[config.mk]
export PLATFORM = sky130hd
export DESIGN_NAME = dram_cmd_scheduler
export DESIGN_NICKNAME = d
export VERILOG_FILES = /design/src/rtl/dram_cmd_scheduler.sv
export SDC_FILE = /design/constraint.sdc
export NUM_CORES = 1
export LEC_CHECK = 0
export ABC_CLOCK_PERIOD_IN_PS = 3600
export CAP_MARGIN = 30
export CORE_AREA = 2 2 437 439
export CTS_CLUSTER_SIZE = 25
export DETAILED_ROUTE_END_ITERATION = 7
export DIE_AREA = 0 0 439 441
export SYNTH_ARGS = -nofsm -noshare
export SYNTH_HDL_FRONTEND = slang
export SYNTH_SLANG_ARGS = --single-unit
[constraint.sdc]
create_clock -name clk_in -period 3.6 [get_ports clk_in]
set_input_delay 0.54 -clock clk_in [delete_from_list [all_inputs] [get_ports clk_in]]
set_output_delay 0.54 -clock clk_in [all_outputs]
set_load 0.03 [all_outputs]
[src/rtl/dram_cmd_scheduler.sv]
// In-order open-page DRAM command scheduler: one request at a time, emitting
// the minimal PRECHARGE/ACTIVATE/READ/WRITE sequence under bank and bus timing.

module dram_bank_entry #(
  parameter int ROW_BITS = 8,
  parameter int TW       = 5,
  parameter int PRE_LOAD = 4,
  parameter int ACT_LOAD = 7
) (
  input  logic                clk_in,
  input  logic                rst_in,
  input  logic                pre_i,
  input  logic                act_i,
  input  logic [ROW_BITS-1:0] row_i,
  output logic                open_o,
  output logic [ROW_BITS-1:0] row_o,
  output logic                idle_o
);
  logic                open_q, open_d;
  logic [ROW_BITS-1:0] row_q, row_d;
  logic [TW-1:0]       tmr_q, tmr_d;

  // Timer loads L-1 so the dependent command lands exactly L cycles later.
  always_comb begin
    open_d = open_q;
    row_d  = row_q;
    tmr_d  = (tmr_q == '0) ? tmr_q : tmr_q - TW'(1);
    if (pre_i) begin
      open_d = 1'b0;
      tmr_d  = TW'(PRE_LOAD);
    end else if (act_i) begin
      open_d = 1'b1;
      row_d  = row_i;
      tmr_d  = TW'(ACT_LOAD);
    end
  end

  always_ff @(posedge clk_in) begin
    if (rst_in) begin
      open_q <= 1'b0;
      row_q  <= '0;
      tmr_q  <= '0;
    end else begin
      open_q <= open_d;
      row_q  <= row_d;
      tmr_q  <= tmr_d;
    end
  end

  assign open_o = open_q;
  assign row_o  = row_q;
  assign idle_o = (tmr_q == '0);
endmodule

module dram_cmd_scheduler #(
  parameter int CAS_LATENCY        = 22,
  parameter int ACTIVATION_LATENCY = 8,
  parameter int PRECHARGE_LATENCY  = 5,
  parameter int BURST_CYCLES       = 4,
  parameter int BANK_GROUPS        = 2,
  parameter int BANKS_PER_GROUP    = 4,
  parameter int ROW_BITS           = 8,
  parameter int COL_BITS           = 4,
  parameter int PADDR_BITS         = 64
) (
  input  logic                                clk_in,
  input  logic                                rst_in,
  input  logic                                req_valid_in,
  output logic                                req_ready_out,
  input  logic                                req_write_in,
  input  logic [PADDR_BITS-1:0]               req_addr_in,
  input  logic [7:0][63:0]                    req_data_in,
  output logic                                cmd_valid_out,
  output logic [2:0]                          cmd_out,
  output logic [$clog2(BANK_GROUPS)-1:0]      bank_group_out,
  output logic [$clog2(BANKS_PER_GROUP)-1:0]  bank_out,
  output logic [ROW_BITS-1:0]                 row_out,
  output logic [COL_BITS-1:0]                 col_out,
  output logic [7:0][63:0]                    wdata_out,
  output logic                                done_out,
  output logic                                done_hit_out
);
  localparam int BKW    = $clog2(BANKS_PER_GROUP);
  localparam int BGW    = $clog2(BANK_GROUPS);
  localparam int IW     = BGW + BKW;
  localparam int NB     = 1 << IW;
  localparam int FW     = ROW_BITS + BGW + BKW + COL_BITS;
  localparam int RD_GAP = CAS_LATENCY + BURST_CYCLES;
  localparam int MAXG0  = (RD_GAP > ACTIVATION_LATENCY) ? RD_GAP : ACTIVATION_LATENCY;
  localparam int MAXL   = (MAXG0 > PRECHARGE_LATENCY) ? MAXG0 : PRECHARGE_LATENCY;
  localparam int TW     = $clog2(MAXL + 1);

  localparam logic [2:0] CMD_READ  = 3'd0;
  localparam logic [2:0] CMD_WRITE = 3'd1;
  localparam logic [2:0] CMD_ACT   = 3'd2;
  localparam logic [2:0] CMD_PRE   = 3'd3;

  typedef enum logic [1:0] {S_IDLE, S_PRE, S_ACT, S_COL} state_t;

  // Field order mirrors the address layout above the 3-bit byte offset.
  typedef struct packed {
    logic                write;
    logic [ROW_BITS-1:0] row;
    logic [BGW-1:0]      bg;
    logic [BKW-1:0]      bank;
    logic [COL_BITS-1:0] col;
  } req_t;

  state_t          state_q, state_d;
  req_t            req_q, req_d, in_req;
  logic            hit_q, hit_d;
  logic            ready_q, ready_d;
  logic [TW-1:0]   col_tmr_q, col_tmr_d;
  logic [7:0][63:0] wdata_q, wdata_d;
  logic            cmd_valid_q, cmd_valid_d;
  logic [2:0]      cmd_q, cmd_d;
  logic [BGW-1:0]  bg_q, bg_d;
  logic [BKW-1:0]  bank_q, bank_d;
  logic [ROW_BITS-1:0] row_q, row_d;
  logic [COL_BITS-1:0] col_q, col_d;
  logic            done_q, done_d, done_hit_q, done_hit_d;
  logic            pre_issue, act_issue;

  logic [NB-1:0]               bk_open, bk_idle;
  logic [NB-1:0][ROW_BITS-1:0] bk_row;
  logic [IW-1:0]               in_idx, cur_idx;
  logic                        unused_addr;

  assign in_req      = {req_write_in, req_addr_in[3 +: FW]};
  assign in_idx      = {in_req.bg, in_req.bank};
  assign cur_idx     = {req_q.bg, req_q.bank};
  assign unused_addr = ^{req_addr_in[PADDR_BITS-1:3+FW], req_addr_in[2:0]};

  for (genvar i = 0; i < NB; i++) begin : g_bank
    dram_bank_entry #(
      .ROW_BITS (ROW_BITS),
      .TW       (TW),
      .PRE_LOAD (PRECHARGE_LATENCY - 1),
      .ACT_LOAD (ACTIVATION_LATENCY - 1)
    ) u_bank (
      .clk_in (clk_in),
      .rst_in (rst_in),
      .pre_i  (pre_issue && (cur_idx == IW'(i))),
      .act_i  (act_issue && (cur_idx == IW'(i))),
      .row_i  (req_q.row),
      .open_o (bk_open[i]),
      .row_o  (bk_row[i]),
      .idle_o (bk_idle[i])
    );
  end

  always_comb begin
    state_d     = state_q;
    req_d       = req_q;
    hit_d       = hit_q;
    wdata_d     = wdata_q;
    col_tmr_d   = (col_tmr_q == '0) ? col_tmr_q : col_tmr_q - TW'(1);
    cmd_valid_d = 1'b0;
    cmd_d       = cmd_q;
    bg_d        = bg_q;
    bank_d      = bank_q;
    row_d       = row_q;
    col_d       = col_q;
    done_d      = 1'b0;
    done_hit_d  = 1'b0;
    pre_issue   = 1'b0;
    act_issue   = 1'b0;

    case (state_q)
      S_IDLE: begin
        if (req_valid_in && ready_q) begin
          req_d   = in_req;
          wdata_d = req_data_in;
          hit_d   = 1'b0;
          if (!bk_open[in_idx]) begin
            state_d = S_ACT;
          end else if (bk_row[in_idx] == in_req.row) begin
            state_d = S_COL;
            hit_d   = 1'b1;
          end else begin
            state_d = S_PRE;
          end
        end
      end
      S_PRE: begin
        if (bk_idle[cur_idx]) begin
          pre_issue   = 1'b1;
          cmd_valid_d = 1'b1;
          cmd_d       = CMD_PRE;
          state_d     = S_ACT;
        end
      end
      S_ACT: begin
        if (bk_idle[cur_idx]) begin
          act_issue   = 1'b1;
          cmd_valid_d = 1'b1;
          cmd_d       = CMD_ACT;
          state_d     = S_COL;
        end
      end
      S_COL: begin
        if (bk_idle[cur_idx] && (col_tmr_q == '0)) begin
          cmd_valid_d = 1'b1;
          cmd_d       = req_q.write ? CMD_WRITE : CMD_READ;
          done_d      = 1'b1;
          done_hit_d  = hit_q;
          col_tmr_d   = req_q.write ? TW'(BURST_CYCLES) : TW'(RD_GAP - 1);
          state_d     = S_IDLE;
        end
      end
      default: state_d = S_IDLE;
    endcase

    if (cmd_valid_d) begin
      bg_d   = req_q.bg;
      bank_d = req_q.bank;
      row_d  = req_q.row;
      col_d  = req_q.col;
    end
    // Ready lags the column command by a cycle so acceptance never overlaps a command.
    ready_d = (state_d == S_IDLE) && !cmd_valid_d;
  end

  always_ff @(posedge clk_in) begin
    if (rst_in) begin
      state_q     <= S_IDLE;
      req_q       <= '0;
      hit_q       <= 1'b0;
      ready_q     <= 1'b0;
      col_tmr_q   <= '0;
      wdata_q     <= '0;
      cmd_valid_q <= 1'b0;
      cmd_q       <= '0;
      bg_q        <= '0;
      bank_q      <= '0;
      row_q       <= '0;
      col_q       <= '0;
      done_q      <= 1'b0;
      done_hit_q  <= 1'b0;
    end else begin
      state_q     <= state_d;
      req_q       <= req_d;
      hit_q       <= hit_d;
      ready_q     <= ready_d;
      col_tmr_q   <= col_tmr_d;
      wdata_q     <= wdata_d;
      cmd_valid_q <= cmd_valid_d;
      cmd_q       <= cmd_d;
      bg_q        <= bg_d;
      bank_q      <= bank_d;
      row_q       <= row_d;
      col_q       <= col_d;
      done_q      <= done_d;
      done_hit_q  <= done_hit_d;
    end
  end

  assign req_ready_out  = ready_q;
  assign cmd_valid_out  = cmd_valid_q;
  assign cmd_out        = cmd_q;
  assign bank_group_out = bg_q;
  assign bank_out       = bank_q;
  assign row_out        = row_q;
  assign col_out        = col_q;
  assign wdata_out      = wdata_q;
  assign done_out       = done_q;
  assign done_hit_out   = done_hit_q;
endmodule

==> impl_metrics.yaml <==
synthesis:
  ys_types: 58
  yosys_register_bits: 669
  synth_warnings: 0
  netlist_area_mm2: 0.0246
  synthFlopType: "dfxtp_1"
  synthArstFlopShare_pct: 0
  syn_inst: 3042
  synth-seq-area-share_pct: 54.4
  syn_avg_cell_area_um2: 8.09
  syn_nets: 3646
  synth-edff-count: 0
detailed_routing:
  drc: 0
  vias: 25200
  viasPerCell: 3.81
  ant_nets: 0
  routedWlPerCell_um: 22.3
  drtPass1Iterations: 5
  drt_wl_total_mm: 148
  drt-initial-drc-count: 1414
sta:
  layout_min_cycle_time_ps: 2950
  tightest_slew_ps: 981
  fmax_ghz: 0.339
  tns_ps: 0
  fin_crit_sh_pct: 82.0
  rsz0062_at_grt: "no"
  skew_ps: 21.4
  finalHoldViolCount: 0
  relSlewSlack_pct: 34.6
  slew_viol_final: 0
  timing.final.setup_violations: 0
cells_and_area:
  area_delta_synth_final_pct: 67.7
  nNetsFinal: 4638
  drive_gt1_share_pct: 5.83
  final_common_cell: "nand2_1"
  final_cells: 6625
  mostFrequentLayoutCells: "1133 x nand2_1, 1062 x clkdlybuf4s50_1, 669 x dfxtp_1"
job:
  cap_violations: 0
cts:
  root_buffer: "clkbuf_16"
  insertion_delay_ps: 720
  cts_sinks: 669
  htreeDepth: 3
  cts_tree: "done"
  cts_resized: 0
  postCtsSetupBuffers: 0
  ctsHoldBuffers: 0
  numCtsBuffers: 84
  clkTransAtPathRegs_ps: 60
  clock_path_buffers: 3
min_path:
  hold_path.class: "input port to flip-flop"
placed_design:
  hpwlAfterDp_mm: 118
  place_inst: 6459
  gp_congestion: 0.911
  port-buffer-count: 1063
global_route:
  grt_pass1_wl_mm: 196
  grt_start_max_net_pins: 182
  grtUsageTotal_pct: 14.5
  antenna_found_initial: 18
  grt_pass1_vias: 24200
  overflow: 0
power:
  ir_drop_mv: 0.344
  pwr_density_cell_mw_per_mm2: 565
  cellLeakagePower_uw: 0.0141
floorplanning:
  dieArea_mm2: 0.194
  fp.coreArea_mm2: 0.189
  die_h_um: 441
  io-pin-count: 1114
  die_x_um: 439
  initial_utilization_pct: 13.0
  rows: 160
status:
  status: "completed"
worst_setup_path:
  arrival_ps: 3530
  end_kind: "flip-flop"
  path_max_fanout: 15
  cp-start-kind: "flip-flop"
  crit_type: "flip-flop to flip-flop"
  required_ps: 4180
  reg2reg_slack_ps: 650
==> power breakdown <==
part	switching (uW)	total [uW]	internal, uW	leakage (uW)
registers	489	8590	8100	0.00544
logic	3550	5940	2390	0.00729
clock network	3660	8800	5140	0.00138
==> worst paths after layout <==
kind | start | end | depth (start not counted)
worst min-delay path | rst_in | wdata_out[486]$_SDFFE_PP0P_ | 2
worst max register to register | g_bank[2].u_bank.tmr_q[0]$_SDFFE_PP0P_ | col_out[2]$_SDFFE_PP0P_ | 10
worst min register to register | g_bank[6].u_bank.open_o$_SDFFE_PP0P_ | g_bank[6].u_bank.open_o$_SDFFE_PP0P_ | 2
worst max-delay path | g_bank[2].u_bank.tmr_q[0]$_SDFFE_PP0P_ | col_out[2]$_SDFFE_PP0P_ | 10
==> Yosys cell counts, types with 3 or more instances <==
cell type     n  area (um2)
nand3_1       9        45.0
mux2_2        3        33.8
a22oi_1       5        37.5
buf_1        23        86.3
nand4_1       3        18.8
and3_1        6        37.5
a21oi_1     604        3020
xnor2_1      15         131
inv_1        28         105
clkbuf_1    186         698
nand2_2       3        18.8
o21ai_2       3        26.3
and2_1        4        25.0
nor2_2        5        31.3
nand2b_1      4        25.0
buf_2        11        55.1
nor3_1       22         110
dfxtp_1     669       13400
o21ai_0      37         185
o21ai_1       8        40.0
xor2_1       16         140
a31oi_1       7        43.8
mux4_2       14         315
nand2_1    1133        4250
nor2_1       81         304
mux2i_1      63         631
or3_1        10        62.6
nor4b_1       4        35.0
ha_1         24         300
nor2b_1       6        37.5
==> cell families (layout without fill, tap and decap cells) <==
family          Yosys count  count (layout)  synth area share (%)
compound gates          681             681                  14.4
xor+xnor                 31              31                  1.10
fa+ha+maj                24              24                  1.22
buf+inv                 251            1308                  3.96
flops                   669             669                  54.4
mux                      81              81                  4.04
other cells               1              16                0.0152
simple gates           1304            1304                  20.9
==> worst max-delay path, cell delays in order, from the launching register on <==
cell and delay [ps]:
dfxtp_1 330, inv_1 90, ha_1 160, or4b_1 600
a221oi_4 480, o21ai_2 210, nand2_2 150, nand2_2 310
buf_4 290, mux2i_1 150, nor2_1 50
==> per-layer routing <==
layer  vias to the layer above  wire length, um  track usage, %
met1                     12200            54700            15.6
met3                       177            15300            6.91
li1                      11900                -               -
met2                       855            72500            24.4
met4                         0             5480            5.50
met5                         -                0               0
==> stage by stage <==
step           total power (uW)  cell area, um2  utilization (%)  setup WS (ps)  hold WS [ps]
4_1_cts                   23700           41200             21.8            651           147
3_3_place_gp              14600           38300             20.2            358           438
2_1_floorplan             11800           24600                -           1030           422
5_1_grt                   24400           41300             21.8            486           189
3_5_place_dp              14700           38400             20.3            416           444
6_report                  23300           41300             21.8            648           185
==> final cells by class <==
class,instances,area [um2]
tap,2511,3140
fill,20800,148000
antenna,15,37.5
clock inverter,30,408
timing repair buffer,1129,11500
inverter,28,105
sequential,669,13400
multi-input combinational,2122,10300
clock buffer,121,2420
==> registers in the layout (all words and copies together) (netlist names) <==
name / cells
g_bank.u_bank.open_o: 8
req_ready_out: 1
bank_out: 2
col_tmr_q: 5
col_out: 4
cur_idx: 3
g_bank.u_bank.tmr_q: 40
done_out: 1
req_q: 13
wdata_out: 512
cmd_out: 2
bank_group_out: 1
cmd_valid_out: 1
done_hit_out: 1
row_out: 8
hit_q: 1
state_q: 2
g_bank.u_bank.row_o: 64
Power figures use the tool's default switching activity.
